**src/rtl/mem_arbiter.sv**
```systemverilog
// Two-master, one-slave arbiter for the sel/ack memory bus.
// Round-robin or fixed-priority grant, registered slave request, timeout error completion.
module mem_arbiter #(
  parameter int          PRIORITY_MODE  = 0,
  parameter int unsigned TIMEOUT_CYCLES = 256,
  parameter logic [31:0] TIMEOUT_DATA   = 32'hDEADBEEF
) (
  input  logic        clk,
  input  logic        reset_i,

  input  logic        m0_sel_i,
  input  logic [31:0] m0_addr_i,
  input  logic        m0_we_i,
  input  logic [3:0]  m0_wr_mask_i,
  input  logic [31:0] m0_data_out_i,
  output logic [31:0] m0_data_in_o,
  output logic        m0_ack_o,

  input  logic        m1_sel_i,
  input  logic [31:0] m1_addr_i,
  input  logic        m1_we_i,
  input  logic [3:0]  m1_wr_mask_i,
  input  logic [31:0] m1_data_out_i,
  output logic [31:0] m1_data_in_o,
  output logic        m1_ack_o,

  output logic        s_sel_o,
  output logic [31:0] s_addr_o,
  output logic        s_we_o,
  output logic [3:0]  s_wr_mask_o,
  output logic [31:0] s_data_out_o,
  input  logic [31:0] s_data_in_i,
  input  logic        s_ack_i,

  output logic        owner_o,
  output logic        busy_o,
  output logic        timeout_o
);

  // A disabled timeout still keeps a 1-bit (saturating, otherwise unused) timer.
  localparam int TW = (TIMEOUT_CYCLES == 0) ? 1 : $clog2(TIMEOUT_CYCLES + 1);
  localparam logic [TW-1:0] T_LAST = (TIMEOUT_CYCLES == 0) ? '0 : TW'(TIMEOUT_CYCLES - 1);
  localparam logic [TW-1:0] T_MAX  = '1;

  typedef enum logic [1:0] {IDLE, BUSY, ERR} state_t;

  state_t        state, state_d;
  logic [TW-1:0] timer;
  logic          grant, grant_m1;
  logic          done;

  // NOTE: every signal driven here gets a default first, so no path leaves it unassigned (no latch).
  always_comb begin
    state_d  = state;
    grant    = 1'b0;
    grant_m1 = 1'b0;
    unique case (state)
      IDLE: begin
        if (m0_sel_i || m1_sel_i) begin
          grant = 1'b1;
          if (m0_sel_i && m1_sel_i) grant_m1 = (PRIORITY_MODE == 0) && !owner_o;
          else                      grant_m1 = m1_sel_i;
          state_d = BUSY;
        end
      end
      BUSY: begin
        if (s_ack_i)                                         state_d = IDLE;
        else if (TIMEOUT_CYCLES != 0 && timer == T_LAST)     state_d = ERR;
      end
      ERR:     state_d = IDLE;
      default: state_d = IDLE;
    endcase
  end

  // NOTE: sequential state uses non-blocking assignments so every register sees pre-edge values.
  always_ff @(posedge clk or posedge reset_i) begin
    if (reset_i) state <= IDLE;
    else         state <= state_d;
  end

  always_ff @(posedge clk or posedge reset_i) begin
    if (reset_i) begin
      s_sel_o      <= 1'b0;
      s_we_o       <= 1'b0;
      s_addr_o     <= '0;
      s_wr_mask_o  <= 4'b1111;
      s_data_out_o <= '0;
      owner_o      <= 1'b1;
      timer        <= '0;
    end else begin
      unique case (state)
        IDLE: begin
          if (grant) begin
            owner_o      <= grant_m1;
            s_sel_o      <= 1'b1;
            s_addr_o     <= grant_m1 ? m1_addr_i     : m0_addr_i;
            s_we_o       <= grant_m1 ? m1_we_i       : m0_we_i;
            s_wr_mask_o  <= grant_m1 ? m1_wr_mask_i  : m0_wr_mask_i;
            s_data_out_o <= grant_m1 ? m1_data_out_i : m0_data_out_i;
            timer        <= '0;
          end
        end
        BUSY: begin
          if (state_d != BUSY) begin
            s_sel_o <= 1'b0;
            s_we_o  <= 1'b0;
          end else if (timer != T_MAX) begin
            timer <= timer + 1'b1;
          end
        end
        default: ;
      endcase
    end
  end

  // Completion is the slave ack while BUSY, or the forced error cycle; only the owner sees it.
  assign done         = (state == BUSY && s_ack_i) || (state == ERR);
  assign m0_ack_o     = done && !owner_o;
  assign m1_ack_o     = done &&  owner_o;
  assign m0_data_in_o = (state == ERR && !owner_o) ? TIMEOUT_DATA : s_data_in_i;
  assign m1_data_in_o = (state == ERR &&  owner_o) ? TIMEOUT_DATA : s_data_in_i;
  assign busy_o       = (state != IDLE);
  assign timeout_o    = (state == ERR);

endmodule

```
**config.mk**
```make
export PLATFORM = sky130hd
export DESIGN_NAME = mem_arbiter
export DESIGN_NICKNAME = d
export VERILOG_FILES = /design/src/rtl/mem_arbiter.sv
export SDC_FILE = /design/constraint.sdc
export NUM_CORES = 1
export LEC_CHECK = 0
export ABC_AREA = 1
export CORE_MARGIN = 4
export CORE_UTILIZATION = 28
export DETAILED_ROUTE_END_ITERATION = 6
export PLACE_DENSITY = 0.79
export SKIP_LAST_GASP = 1
export SLEW_MARGIN = 30
export SYNTH_ARGS = -nofsm -noshare
export SYNTH_HDL_FRONTEND = slang
export SYNTH_SLANG_ARGS = --single-unit
```
**constraint.sdc**
```tcl
create_clock -name clk -period 6.62 [get_ports clk]
set_input_delay 1.324 -clock clk [delete_from_list [all_inputs] [get_ports clk]]
set_output_delay 1.324 -clock clk [all_outputs]
set_load 0.005 [all_outputs]
```
==> flow_metrics.tcl <==
set metrics [dict create \
    status "finished, final reports clean" \
    grt_pass1_vias 4884 \
    grt_first_pass_wirelength_um 25100 \
    start_util_pct 28.5 \
    drv_cap 0 \
    place_ws_ns 2.49 \
    post-route-util_pct 51.9 \
    synthArstFlopShare_pct 100 \
    syn_nets 785 \
    relSlewSlack_pct 45.1 \
    setup_violations 0 \
    clkSlewWorstSetupHoldPaths_ns 0.07 \
    place_congestion 0.822 \
    overflow 0 \
    startpoint_type "primary input" \
    p_seq_share_pct 35.2 \
    drt_first_pass_iters 4 \
    pwr-share-comb_pct 41.2 \
    n_fill_cell 1442 \
    wl_per_cell_um 15.3 \
    antenna-diode-count 0 \
    place.port_buffers 313 \
    cts_buffers 9 \
    intPower_uw 1570 \
    finalCriticalPeriod_ns 4.13 \
    hold_viol_final 0 \
    p_clk_share_pct 23.6 \
    finalCritPeriodShare_pct 62.4 \
    yosys.area.top_type "dfrtp_1" \
    critPathSlowestCell "clkdlybuf4s50_1" \
    syn-mean-instance-area_um2 7.14 \
    clockBufferDepth 2 \
    ctsHoldBuffers 0 \
    synthTopCellsByArea "dfrtp_1 (44%), nand2_1 (15%), o21ai_0 (13%), nor2_1 (7.1%), inv_1 (5.5%)" \
    fin_nets 1079 \
    routed_via_density 4.58 \
    seq_area_um2 2060 \
    clock_sinks 82 \
    worst_slack_ns 2.49 \
    path_class "primary input to output port" \
    antenna_found_initial 0 \
    cts_resized 0 \
    globalRouteTotalUtil_pct 18.0 \
    syn_inst 607 \
    powerDensity_nw_per_um2 288 \
    dp_hpwl_um 12500 \
    synth_edf_count 0 \
    path_buf_inv 4 \
    crit_chain "clkdlybuf4s50_1, inv_1, o21bai_1, inv_1, nor2_1, clkdlybuf4s50_1" \
    min_path_type "register to register" \
    setup_tns_ns 0 \
    arrival_ns 2.81 \
    die_w_um 132 \
    synth_top_cell_area_share_pct 44.5 \
    clock_latency_ns 0.34 \
    synth_cell_type_count 25 \
    max_freq_mhz 242 \
    drv_slew 0 \
    yosysMostFrequentCell "nand2_1" \
    fin_skew_ns 0.00606 \
    cp_slowest_stage_delay_ns 0.53 \
    vias 5007 \
    num_rows 45 \
    tritoncts "done" \
    cp-end-kind "output port" \
    path_max_fanout 3 \
    dr.first_iter.drc_count 221 \
    drive_gt1_share_pct 3.64 \
    timing.hold.ws_ns 0.483 \
    netlist_area_um2 4330 \
    tightest_slew_ns 0.823 \
    rsz0062_at_grt "false" \
    ys_seq_area_share_pct 47.5 \
    switching_share_pct 30.9 \
    die_h_um 132 \
    post_cts_buffers 0 \
    synth_common_cells "nand2_1 (173), o21ai_0 (116), nor2_1 (82)" \
    synthFlopType "dfrtp_1" \
    leakagePower_uw 0.00360 \
    ant_nets 0 \
    p_switching_uw 703 \
    multi_input_comb_area_um2 1870 \
    cts_root_buf "clkbuf_16" \
    crit_family "buffers and inverters" \
    die_area_um2 17500 \
    syn2layout_area_growth_pct 82.2 \
    yosysWarningCount 0 \
    grt_start_max_net_pins 74 \
    routed_wl_um 16700 \
    core_area_um2 15200 \
    htreeDepth 3 \
    vdd_drop_max_uv 154 \
    ys_seq_elements 82 \
    cp.required_ns 5.30 \
    drc_errors 0 \
    top_level_ports 314 \
]
-- area by class of cell --
cell class                 instances  area share [%]
clock buffer                      13            3.17
clock inverter                     3           0.824
inverter                          66            3.19
multi-input combinational        425            23.7
sequential                        82            26.1
tap                              188            2.98
timing repair buffer             317            40.1
-- worst paths after layout --
path / startpoint / end / slack, ns / cells after the start
worst min-delay path: s_data_out_o[13] / s_data_out_o[13] / 0.48 / 2
worst max-delay path: s_ack_i / m1_ack_o / 2.49 / 6
worst max register to register: owner_o / s_data_out_o[3] / 4.30 / 7
max in group asynchronous: reset_i / s_data_out_o[15] / 4.16 / 3
worst min register to register: s_data_out_o[13] / s_data_out_o[13] / 0.48 / 2
min in group asynchronous: reset_i / s_data_out_o[23] / 1.34 / 2
-- power groups by stage --
stage          Sequential [µW]  Combinational (µW)  Clock (µW)
4_1_cts                    800                 955         550
6_report                   800                 938         537
3_5_place_dp               805                 952           0
2_1_floorplan              813                 321           0
5_1_grt                    826                1030         570
3_3_place_gp               798                 945           0
-- cell usage in the layout (no fill, tap or decap), drive strengths merged --
cell type	count
clkinv	2
nand3	9
o21ai	142
nand3b	1
xor2	2
bufinv	2
dfrtp	77
ha	3
a21oi	1
nand4	1
buf	4
inv	65
nand2	174
o22ai	2
o21bai	1
dfstp	5
nor3	4
clkbuf	13
nor2	85
clkdlybuf4s50	313
-- cell families (layout without fill, tap and decap cells) --
family          Yosys count  in the layout  share of synthesized area [%]
simple gates            274            274                           24.7
compound gates          146            146                           17.0
fa+ha+maj                 3              3                          0.866
xor+xnor                  2              2                          0.404
buf+inv                 100            399                           9.53
flops                    82             82                           47.5
-- through the flow --
stage          total power (µW)  cells  cell area, µm²
2_1_floorplan              1130    607            4330
3_3_place_gp               1740   1078            7570
3_5_place_dp               1760   1078            7570
4_1_cts                    2310   1094            7890
5_1_grt                    2420   1094            7890
6_report                   2270   1094            7890
-- per-layer routing --
metal	wire (µm)	GRT usage (%)
met5	0	0
met1	5950	18.1
met3	1780	7.52
met2	8640	33.6
met4	316	5.77
-- sequential cells by signal, summed over array words and instances, names as in the netlist --
| name | flops |
|---|---|
| s_sel_o | 1 |
| s_wr_mask_o | 4 |
| s_data_out_o | 32 |
| s_addr_o | 32 |
| state | 2 |
| timer | 9 |
| s_we_o | 1 |
| owner_o | 1 |
-- worst min-delay path: cells and delay by family (launching register included) --
kind,cells,cell delay [ns]
compound gates,1,0.05
flops,1,0.34
simple gates,1,0.05
Power figures use the tool's default switching activity.
